--- src/rtl/posix_time_to_date_seq.sv ---
// Multi-cycle POSIX seconds to calendar date and time-of-day converter.
// Ports: clk_i/rst_n_i (async active-low), start_i + posix_time_i request,
//   busy_o/valid_o handshake, range_err_o, year/month/day/mdays/first-day,
//   weekday and hh:mm:ss result outputs (held until the next result).
// Optional macro POSIX_TZ_OFFSET_EN adds signed tz_offset_min_i (minutes).
module posix_time_to_date_seq #(
   parameter int TIME_W     = 32,
   parameter int EPOCH_YEAR = 1970,
   parameter int MAX_YEAR   = 2107,
   localparam int YEAR_W    = $clog2(MAX_YEAR + 1)
) (
   input  logic              clk_i,
   input  logic              rst_n_i,
   input  logic              start_i,
`ifdef POSIX_TZ_OFFSET_EN
   input  logic signed [10:0] tz_offset_min_i,
`endif
   input  logic [TIME_W-1:0] posix_time_i,
   output logic              busy_o,
   output logic              valid_o,
   output logic              range_err_o,
   output logic [YEAR_W-1:0] year_o,
   output logic [3:0]        month_o,
   output logic [4:0]        day_in_month_o,
   output logic [4:0]        month_days_cnt_o,
   output logic [2:0]        month_first_day_o,
   output logic [2:0]        weekday_o,
   output logic [4:0]        hour_o,
   output logic [5:0]        min_o,
   output logic [5:0]        sec_o
);

   typedef enum logic [2:0] {
      S_IDLE,
      S_YEAR,
      S_MONTH,
      S_DAY,
      S_HOUR,
      S_MIN,
      S_DONE
   } state_t;

   localparam logic [YEAR_W-1:0] EPOCH_Y = YEAR_W'(EPOCH_YEAR);
   localparam logic [YEAR_W-1:0] LAST_Y  = YEAR_W'(MAX_YEAR - 1);
   localparam logic [6:0] EPOCH_C100 = 7'(EPOCH_YEAR % 100);
   localparam logic [8:0] EPOCH_C400 = 9'(EPOCH_YEAR % 400);
   localparam logic [2:0] EPOCH_WD   = 3'd3;

   localparam logic [TIME_W-1:0] YS_LEAP = TIME_W'(31622400);
   localparam logic [TIME_W-1:0] YS_NORM = TIME_W'(31536000);
   localparam logic [TIME_W-1:0] DAY_S   = TIME_W'(86400);
   localparam logic [TIME_W-1:0] HOUR_S  = TIME_W'(3600);
   localparam logic [TIME_W-1:0] MIN_S   = TIME_W'(60);

   function automatic logic [4:0] mdays(input logic [3:0] mo,
                                        input logic       leap);
      logic [4:0] r;
      case (mo)
         4'd1:                    r = leap ? 5'd29 : 5'd28;
         4'd3, 4'd5, 4'd8, 4'd10: r = 5'd30;
         default:                 r = 5'd31;
      endcase
      return r;
   endfunction

   function automatic logic [TIME_W-1:0] month_secs(input logic [4:0] md);
      logic [TIME_W-1:0] r;
      case (md)
         5'd28:   r = TIME_W'(2419200);
         5'd29:   r = TIME_W'(2505600);
         5'd30:   r = TIME_W'(2592000);
         default: r = TIME_W'(2678400);
      endcase
      return r;
   endfunction

   // (a + b) mod 7 for a,b in 0..6
   function automatic logic [2:0] wd_add(input logic [2:0] a,
                                         input logic [2:0] b);
      logic [3:0] s;
      s = {1'b0, a} + {1'b0, b};
      return (s >= 4'd7) ? 3'(s - 4'd7) : s[2:0];
   endfunction

   state_t state_q, state_d;

   // working registers
   logic [TIME_W-1:0] rem_q, rem_d;
   logic [YEAR_W-1:0] cy_q, cy_d;
   logic [6:0]        c100_q, c100_d;
   logic [8:0]        c400_q, c400_d;
   logic [3:0]        cmo_q, cmo_d;
   logic [4:0]        cday_q, cday_d;
   logic [4:0]        chh_q, chh_d;
   logic [5:0]        cmm_q, cmm_d;
   logic [5:0]        css_q, css_d;
   logic [2:0]        cwd_q, cwd_d;
   logic [2:0]        cmfd_q, cmfd_d;
   logic              cerr_q, cerr_d;
   logic              sat_q, sat_d;

   // result registers
   logic              valid_q, valid_d;
   logic              err_q, err_d;
   logic [YEAR_W-1:0] year_q, year_d;
   logic [3:0]        month_q, month_d;
   logic [4:0]        mday_q, mday_d;
   logic [4:0]        mcnt_q, mcnt_d;
   logic [2:0]        mfirst_q, mfirst_d;
   logic [2:0]        wday_q, wday_d;
   logic [4:0]        hour_q, hour_d;
   logic [5:0]        min_q, min_d;
   logic [5:0]        sec_q, sec_d;

   logic              leap;
   logic [TIME_W-1:0] ys;
   logic [4:0]        md;
   logic [TIME_W-1:0] ms;
   logic [2:0]        dec1_wd;

   logic [TIME_W-1:0] start_rem;
   logic              start_err;
   logic              start_sat;

   // leap year from mod-4 bits plus mod-100/mod-400 side counters
   assign leap = ((cy_q[1:0] == 2'b00) && (c100_q != 7'd0))
               || (c400_q == 9'd0);
   assign ys   = leap ? YS_LEAP : YS_NORM;
   assign md   = mdays(cmo_q, leap);
   assign ms   = month_secs(md);
   // Dec 1 is day 334 (+1 if leap) of the year; 334 mod 7 = 5
   assign dec1_wd = wd_add(cwd_q, leap ? 3'd6 : 3'd5);

`ifdef POSIX_TZ_OFFSET_EN
   localparam logic signed [TIME_W+1:0] SIXTY = 60;
   logic signed [TIME_W+1:0] tz_ext;
   logic signed [TIME_W+1:0] adj;

   always_comb begin
      tz_ext    = {{(TIME_W + 2 - 11){tz_offset_min_i[10]}}, tz_offset_min_i};
      adj       = $signed({2'b00, posix_time_i}) + tz_ext * SIXTY;
      start_rem = adj[TIME_W-1:0];
      start_err = 1'b0;
      start_sat = 1'b0;
      if (adj[TIME_W+1]) begin
         start_rem = '0;
         start_err = 1'b1;
      end else if (adj[TIME_W]) begin
         // beyond the input range: run the year walk into saturation
         start_rem = '1;
         start_sat = 1'b1;
      end
   end
`else
   always_comb begin
      start_rem = posix_time_i;
      start_err = 1'b0;
      start_sat = 1'b0;
   end
`endif

   always_comb begin
      state_d  = state_q;
      rem_d    = rem_q;
      cy_d     = cy_q;
      c100_d   = c100_q;
      c400_d   = c400_q;
      cmo_d    = cmo_q;
      cday_d   = cday_q;
      chh_d    = chh_q;
      cmm_d    = cmm_q;
      css_d    = css_q;
      cwd_d    = cwd_q;
      cmfd_d   = cmfd_q;
      cerr_d   = cerr_q;
      sat_d    = sat_q;
      valid_d  = 1'b0;
      err_d    = err_q;
      year_d   = year_q;
      month_d  = month_q;
      mday_d   = mday_q;
      mcnt_d   = mcnt_q;
      mfirst_d = mfirst_q;
      wday_d   = wday_q;
      hour_d   = hour_q;
      min_d    = min_q;
      sec_d    = sec_q;

      unique case (state_q)
         S_IDLE: begin
            if (start_i) begin
               rem_d   = start_rem;
               cy_d    = EPOCH_Y;
               c100_d  = EPOCH_C100;
               c400_d  = EPOCH_C400;
               cmo_d   = 4'd0;
               cday_d  = 5'd0;
               chh_d   = 5'd0;
               cmm_d   = 6'd0;
               css_d   = 6'd0;
               cwd_d   = EPOCH_WD;
               cmfd_d  = 3'd0;
               cerr_d  = start_err;
               sat_d   = start_sat;
               state_d = S_YEAR;
            end
         end
         S_YEAR: begin
            if ((rem_q >= ys) || sat_q) begin
               if (cy_q == LAST_Y) begin
                  // saturate at 23:59:59 on Dec 31 of the last year
                  cerr_d  = 1'b1;
                  cmo_d   = 4'd11;
                  cday_d  = 5'd30;
                  chh_d   = 5'd23;
                  cmm_d   = 6'd59;
                  css_d   = 6'd59;
                  cmfd_d  = dec1_wd;
                  cwd_d   = wd_add(dec1_wd, 3'd2);
                  state_d = S_DONE;
               end else begin
                  if (rem_q >= ys) begin
                     rem_d = rem_q - ys;
                  end
                  cy_d   = cy_q + YEAR_W'(1);
                  c100_d = (c100_q == 7'd99) ? 7'd0 : c100_q + 7'd1;
                  c400_d = (c400_q == 9'd399) ? 9'd0 : c400_q + 9'd1;
                  cwd_d  = wd_add(cwd_q, leap ? 3'd2 : 3'd1);
               end
            end else begin
               state_d = S_MONTH;
            end
         end
         S_MONTH: begin
            if ((rem_q >= ms) && (cmo_q != 4'd11)) begin
               rem_d = rem_q - ms;
               cmo_d = cmo_q + 4'd1;
               // month length mod 7 is (days - 28)
               cwd_d = wd_add(cwd_q, 3'(md - 5'd28));
            end else begin
               cmfd_d  = cwd_q;
               state_d = S_DAY;
            end
         end
         S_DAY: begin
            if (rem_q >= DAY_S) begin
               rem_d  = rem_q - DAY_S;
               cday_d = cday_q + 5'd1;
               cwd_d  = wd_add(cwd_q, 3'd1);
            end else begin
               state_d = S_HOUR;
            end
         end
         S_HOUR: begin
            if (rem_q >= HOUR_S) begin
               rem_d = rem_q - HOUR_S;
               chh_d = chh_q + 5'd1;
            end else begin
               state_d = S_MIN;
            end
         end
         S_MIN: begin
            if (rem_q >= MIN_S) begin
               rem_d = rem_q - MIN_S;
               cmm_d = cmm_q + 6'd1;
            end else begin
               css_d   = rem_q[5:0];
               state_d = S_DONE;
            end
         end
         S_DONE: begin
            valid_d  = 1'b1;
            err_d    = cerr_q;
            year_d   = cy_q;
            month_d  = cmo_q;
            mday_d   = cday_q;
            mcnt_d   = md;
            mfirst_d = cmfd_q;
            wday_d   = cwd_q;
            hour_d   = chh_q;
            min_d    = cmm_q;
            sec_d    = css_q;
            state_d  = S_IDLE;
         end
         default: state_d = S_IDLE;
      endcase
   end

   always_ff @(posedge clk_i or negedge rst_n_i) begin
      if (!rst_n_i) begin
         state_q  <= S_IDLE;
         rem_q    <= '0;
         cy_q     <= EPOCH_Y;
         c100_q   <= EPOCH_C100;
         c400_q   <= EPOCH_C400;
         cmo_q    <= '0;
         cday_q   <= '0;
         chh_q    <= '0;
         cmm_q    <= '0;
         css_q    <= '0;
         cwd_q    <= '0;
         cmfd_q   <= '0;
         cerr_q   <= 1'b0;
         sat_q    <= 1'b0;
         valid_q  <= 1'b0;
         err_q    <= 1'b0;
         year_q   <= EPOCH_Y;
         month_q  <= '0;
         mday_q   <= '0;
         mcnt_q   <= '0;
         mfirst_q <= '0;
         wday_q   <= '0;
         hour_q   <= '0;
         min_q    <= '0;
         sec_q    <= '0;
      end else begin
         state_q  <= state_d;
         rem_q    <= rem_d;
         cy_q     <= cy_d;
         c100_q   <= c100_d;
         c400_q   <= c400_d;
         cmo_q    <= cmo_d;
         cday_q   <= cday_d;
         chh_q    <= chh_d;
         cmm_q    <= cmm_d;
         css_q    <= css_d;
         cwd_q    <= cwd_d;
         cmfd_q   <= cmfd_d;
         cerr_q   <= cerr_d;
         sat_q    <= sat_d;
         valid_q  <= valid_d;
         err_q    <= err_d;
         year_q   <= year_d;
         month_q  <= month_d;
         mday_q   <= mday_d;
         mcnt_q   <= mcnt_d;
         mfirst_q <= mfirst_d;
         wday_q   <= wday_d;
         hour_q   <= hour_d;
         min_q    <= min_d;
         sec_q    <= sec_d;
      end
   end

   assign busy_o            = (state_q != S_IDLE);
   assign valid_o           = valid_q;
   assign range_err_o       = err_q;
   assign year_o            = year_q;
   assign month_o           = month_q;
   assign day_in_month_o    = mday_q;
   assign month_days_cnt_o  = mcnt_q;
   assign month_first_day_o = mfirst_q;
   assign weekday_o         = wday_q;
   assign hour_o            = hour_q;
   assign min_o             = min_q;
   assign sec_o             = sec_q;

endmodule

--- config.mk ---
export PLATFORM = sky130hd
export DESIGN_NAME = posix_time_to_date_seq
export DESIGN_NICKNAME = d
export VERILOG_FILES = /design/src/rtl/posix_time_to_date_seq.sv
export SDC_FILE = /design/constraint.sdc
export NUM_CORES = 1
export LEC_CHECK = 0
export ABC_AREA = 0
export CAP_MARGIN = 20
export CORE_MARGIN = 2
export CORE_UTILIZATION = 35
export DETAILED_ROUTE_END_ITERATION = 7
export GPL_TIMING_DRIVEN = 0
export PLACE_DENSITY = 0.51
export SLEW_MARGIN = 5
export SYNTH_ARGS = -nofsm -noshare
export SYNTH_HDL_FRONTEND = slang
export SYNTH_SLANG_ARGS = --single-unit
--- constraint.sdc ---
create_clock -name clk_i -period 6.45 [get_ports clk_i]
set_input_delay 1.29 -clock clk_i [delete_from_list [all_inputs] [get_ports clk_i]]
set_output_delay 1.29 -clock clk_i [all_outputs]
set_load 0.05 [all_outputs]
## After elaboration in Yosys (flattened, before gate mapping)

Cells that the tools add are included.

| word-level totals | value |
|---|---|
| logic and storage cells | 193 |
| output and inout port bits | 52 |
| input port bits | 35 |
| register bits after elaboration | 147 |

| cells by class | value |
|---|---|
| eq/ne operators | 31 |
| add/sub/neg operators | 23 |
| reductions and logical operators | 27 |
| $lt $le $gt $ge | 10 |
| muxes and demuxes | 78 |

Operators with widths:

| operator | count |
|---|---|
| 32-bit 2-to-1 mux | 7 |
| 32-bit case mux with 6 select lines | 1 |
| 3-bit 2-to-1 mux | 21 |
| 20-bit case mux with 3 select lines | 1 |
| 12-bit 2-to-1 mux | 3 |
| 9-bit 2-to-1 mux | 4 |
| 6-bit case mux with 3 select lines | 2 |
| 5-bit 2-to-1 mux | 7 |
| 5-bit AND reduction | 7 |
| 32-bit by 12-bit greater-or-equal comparator with 1-bit output, second input constant | 1 |
| 32-bit by 17-bit greater-or-equal comparator with 1-bit output, second input constant | 1 |
| 32-bit by 25-bit greater-or-equal comparator with 1-bit output | 1 |
| 32-bit greater-or-equal comparator | 1 |
| 32-bit by 6-bit greater-or-equal comparator with 1-bit output, second input constant | 1 |
| 32-bit by 12-bit subtractor with 32-bit output, second input constant | 1 |
| 32-bit by 17-bit subtractor with 32-bit output, second input constant | 1 |
| 32-bit by 25-bit subtractor with 32-bit output | 1 |
| 32-bit subtractor | 1 |
| 32-bit by 6-bit subtractor with 32-bit output, second input constant | 1 |
| 6-bit 2-to-1 mux | 5 |
| 5-bit case mux with 3 select lines | 2 |
| 7-bit 2-to-1 mux | 4 |
| 2-bit inequality test, second input constant | 12 |
| 12-bit case mux with 2 select lines | 1 |
| 51 further kinds | 82 |

## Depth between registers and ports, before layout

Gate-level depths: netlist of the first run.

| depth | value |
|---|---|
| depth after elaboration | 13 |
| mapped depth | 21 |
| gate-level depth less buffers | 21 |

## Worst setup path after synthesis of the first run

OpenSTA, ideal clock, no wires.

| timing path | value |
|---|---|
| kind | flip-flop to flip-flop |
| start point | reg c400_q[1] |
| end point | reg cwd_q[2] |
| setup time | 0.125 ns |
| buffers on the path | 0 |
| required time | 6.325 ns |
| clock period less this slack | 4.772 ns |
| path slack | 1.678 ns |
| arrival time | 4.647 ns |
| cell stages (with the launch flop) | 22 |
| cells stage by stage | dfstp_2 -> inv_1 -> ha_1 -> and3_1 -> a21oi_1 -> ha_1 -> inv_1 -> fa_1 -> inv_1 -> ha_1 -> a221o_1 -> nor2_1 -> mux2_2 -> inv_1 -> ha_1 -> fa_1 -> mux2_2 -> nand2_1 -> o21ai_0 -> a21oi_1 -> o21ai_0 -> mux2_2 |

| on the way | value |
|---|---|
| word-level cells in the longest chain between the ends | 12 |
| elaborated cells on any way between the ends | 38 |
| those cells by class | add/sub (9); order compare (6); eq/ne (5); mux (14); reduce/logical (4) |

RTL lines:

| element | RTL line | source |
|---|---|---|
| start, declared | 91 | `logic [8:0] c400_q, c400_d;` |
| start signal, assigned | 295 | `c400_q <= EPOCH_C400;` |
| start signal, assigned | 321 | `c400_q <= c400_d;` |
| 9-bit zero test (*) | 127 | `\|\| (c400_q == 9'd0);` |
| 1-bit logical OR (*) | 127 |  |
| 2-bit 2-to-1 mux | 132, 228 |  |
| 3-bit by 3-bit adder with 4-bit output | 81 | `s = {1'b0, a} + {1'b0, b};` |
| 4-bit by 3-bit greater-or-equal comparator with 1-bit output or 3-bit subtractor (tied branches) | 82 | `return (s >= 4'd7) ? 3'(s - 4'd7) : s[2:0];` |
| 3-bit 2-to-1 mux | 82 |  |
| 3-bit by 2-bit adder with 4-bit output | 81 |  |
| 4-bit by 3-bit greater-or-equal comparator with 1-bit output or 3-bit subtractor (tied branches) | 82 |  |
| 3-bit 2-to-1 mux | 82 |  |
| 3-bit 2-to-1 mux | 210 | `if (cy_q == LAST_Y) begin` |
| 3-bit 2-to-1 mux | 209 | `if ((rem_q >= ys) \|\| sat_q) begin` |
| 3-bit case mux with 4 select lines | 189 | `unique case (state_q)` |
| end signal, assigned | 327 | `cwd_q <= cwd_d;` |
| end, declared | 97 | `logic [2:0] cwd_q, cwd_d;` |

Mark *: on every way between the ends. The rest lies on a longest branch, timed or not. The select of a mux whose other input is x is not followed.
A chain may end at the register's enable or synchronous reset.

## Final worst setup path of the first run

| timing path | value |
|---|---|
| start point | reg c400_q[1] |
| end point | reg rem_q[9] |

| on the way | value |
|---|---|
| word-level cells in the longest chain between the ends | 10 |
| elaborated cells on any way between the ends | 21 |
| those cells by class | add/sub (2); order compare (2); eq/ne (5); mux (8); reduce/logical (4) |

RTL lines:

| element | RTL line | source |
|---|---|---|
| 9-bit zero test (*) | 127 |  |
| 1-bit logical OR (*) | 127 |  |
| 1-bit 2-to-1 mux (*) | 59 | `4'd1: r = leap ? 5'd29 : 5'd28;` |
| 2-bit case mux with 2 select lines (*) | 58 | `case (mo)` |
| named net md[0] | 117 | `logic [4:0] md;` |
| 5-bit equality test | 68 | `case (md)` |
| 20-bit case mux with 3 select lines (*) | 68 |  |
| 32-bit greater-or-equal comparator | 235 | `if ((rem_q >= ms) && (cmo_q != 4'd11)) begin` |
| 1-bit logical AND | 235 |  |
| 2-bit inequality test (no source line) | - |  |
| 8-bit AND reduction (no source line) | - |  |
| end signal, assigned | 318 | `rem_q <= rem_d;` |
| end, declared | 88 | `logic [TIME_W-1:0] rem_q, rem_d;` |

The timed path passes the listed nets; every way through them passes the cells marked *. The select of a mux whose other input is x is not followed.

==> results of run 1 <==
cell usage after synthesis (10+ instances only):
master    number  area, um^2
o211ai_1      13        97.6
xnor2_1       25         219
nand4_1       17         106
mux2_2        24         270
ha_1          56         701
nor3_1        37         185
nand2_1      204         766
o21ai_0      137         686
inv_1         42         158
xor2_1        19         166
clkbuf_1      67         251
mux2i_1       12         120
nand3_1       52         260
a221oi_1      13         114
o22ai_1       18         113
a21oi_1      100         500
o31ai_1       11        82.6
nand2b_1      13        81.3
a211oi_1      21         158
a21o_1        20         150
and2_1        10        62.6
buf_2         15        75.1
a31oi_1       21         131
dfrtp_1      123        3080
buf_1         10        37.5
nor2_1       105         394
nor4_1        16         100
and3_1        25         156
dfstp_2       22         578
per-layer routing:
metal	GRT usage, %	up-vias	wire (um)
met2	41.7	504	20200
met3	3.81	94	3170
met1	38.1	5731	20700
met5	0	-	0
li1	-	5467	-
met4	11.0	0	1800
layout by cell type, fill, tap and decap left out, types with 22 or more instances in the layout:
master	netlist	routed
mux2_2	24	24
dfrtp_1	123	123
clkbuf_1	67	69
ha_1	56	56
a21oi_1	100	100
inv_1	42	42
o21ai_0	137	137
nand3_1	52	52
dfstp_2	22	22
nor3_1	37	37
and3_1	25	25
nor2_1	105	105
nand2_1	204	204
xnor2_1	25	25
clkdlybuf4s50_1	0	85
worst min path at each step:
stage                         start                    to  slack [ps]  cells past startpoint
2_1_floorplan              css_q[3]              sec_o[3]         430                      2
3_3_place_gp               css_q[4]              sec_o[4]         460                      2
3_5_place_dp               css_q[4]              sec_o[4]         460                      2
4_1_cts                    css_q[4]              sec_o[4]         470                      2
5_1_grt        month_first_day_o[2]  month_first_day_o[2]         490                      2
6_report                   css_q[4]              sec_o[4]         470                      2
logic make-up after synthesis:
group                    count (synthesis)  share of synthesized area [%]
AO/OA/AOI/OAI                          454                           26.0
XOR/XNOR                                44                           3.38
adder cells (fa/ha/maj)                 60                           6.85
buffers and inverters                  142                           5.08
flip-flops                             145                           32.1
multiplexers                            36                           3.42
AND/OR/NAND/NOR                        545                           23.2
area by class of cell:
class	count	area (um^2)
multi-input combinational	1139	7180
fill	3322	18900
clock inverter	11	78.8
sequential	145	3660
buffer	98	414
timing repair buffer	91	920
inverter	44	165
tap	442	553
clock buffer	21	460
critical path: stages (launching register included):
cell and delay (ps):
dfstp_2 540, inv_1 60, ha_1 180, and3_1 150, a21oi_1 410, buf_4 300
nor2_1 60, o22ai_1 470, inv_1 290, ha_1 370, inv_1 180, ha_1 280
nor2b_1 150, o31a_1 300, o31a_1 330, o31ai_4 630, a211oi_4 160, nand2_2 240
clkbuf_1 570, o21ai_0 250
metrics by stage:
step / hold WS, ps / instances / TNS, ps / worst slack (ps) / util (%)
5_1_grt: 492 / 1991 / 0 / 128 / 41.6
3_5_place_dp: 456 / 1958 / 0 / 28.0 / 39.9
2_1_floorplan: 435 / 1426 / 0 / 1680 / -
4_1_cts: 474 / 1990 / 0 / 27.9 / 41.5
3_3_place_gp: 460 / 1954 / -300180 / -2370 / 39.7
6_report: 467 / 1991 / 0 / 321 / 41.6
flip-flops by register name (all words and copies together), names as in the netlist, 6 cells and up:
register	cells
rem_q	32
cy_q	12
year_o	12
c400_q	9
c100_q	7
cmm_q	6
css_q	6
min_o	6
sec_o	6
==> impl_results.md, run 1 <==
* Status: complete, no violations
* Post-route cell area at 0.0134 mm^2
* Length in cells of the worst reg-to-reg path at 19
* 1st-pass router iterations at 8
* Slew HR at 24.1%
* Num CTS Buffers at 17
* Grt total ovfl at 0
* Htree depth at 4
* RR Endpoint: rem_q[9]
* DRC Markers at 0
* Fraction of layout cells with a size suffix above 1 at 8.59%
* Area of the mapped netlist at 0.0114 mm^2
* Die span in x at 185 um
* Post-Route WL at 45.9 mm
* Final min period at 6130 ps
* Fin nets at 1631
* I/O Buffers at 86
* Top_reg_cell synth: dfrtp_1
* Critical path launch point type: register
* GPL Wtd Cong at 0.968
* CTS tree: yes
* First-pass GRT wire length at 69.1 mm
* Die Y at 185 um
* Top Ports at 87
* HP Class: reg -> reg
* Worst Setup SP: c400_q[1]
* Initial antenna violation count at 0
* Vias in the first global route at 11200
* Tcrit/Tclk final at 95.0%
* Vias at 11800
* Max-Cap Viols at 0
* Initial DRC count at 1149
* Starting Density at 35.3%
* Clock root buffer: clkbuf_16
* PostCTS Resize Cnt at 0
* Area after DPL at 0.0129 mm^2
* Clk buf depth at 2
* Asr flop ratio synth at 100%
* R2R Setup Slk at 320 ps
* CP arrival at 6400 ps
* Rows at 66
* Pins Over Slew Limit at 0
* Die area at 0.0340 mm^2
* Worst endpoint required time at 6720 ps
* Reg2Reg Launch Point: c400_q[1]
* Core area at 0.0323 mm^2
* Worst setup path end: rem_q[9]
* Synth Warn # at 0
* Mapped Nets at 1521
* Fmax at 163 MHz
* Layout Skew at 18.4 ps
* Setup violators final at 0
* Post-Syn Instances at 1426
* Clock sinks at 145
* Postcts setup bufs at 0
* Worst Max-Slew Pin Slew at 1140 ps
* Largest net degree at the start of global routing at 111
* Crit end category: register
* Flop and latch count out of synthesis at 145
* CTS Hold Bufs at 0
* Diode count at 0
* RSZ-0062 raised after global routing: false
* Vias per cell at 5.92
* Drt wl/cell at 23.0 um
* Final HPWL DP at 34.5 mm
* Area growth syn-to-layout at 17.7%
* Final hold violation count at 0
* GRT Overall Usage at 27.1%
* Worst-Skew Late Latency at 440 ps
* Post-DRT Antenna Nets at 0
* EDFF count, synth at 0
* Maximum fanout along the worst path at 10
* WS Path Type: reg -> reg
* Seq/Total Area, Yosys at 32.1%
* Syn_area_per_cell at 8.00 um^2
* Clk slew on worst S/H paths at 70 ps
* Synth cell types at 88
Power of run 1 is not shown: default switching activity piles up to over one toggle a cycle in this logic, so the estimate is an artifact.
==> run 2: changes to the inputs <==
ABC_AREA = unset   (was 0)
==> results of run 2 <==
No change in the layout: final DEF, timing and power equal those of run 1.
Power of run 2 is left out for the same reason.
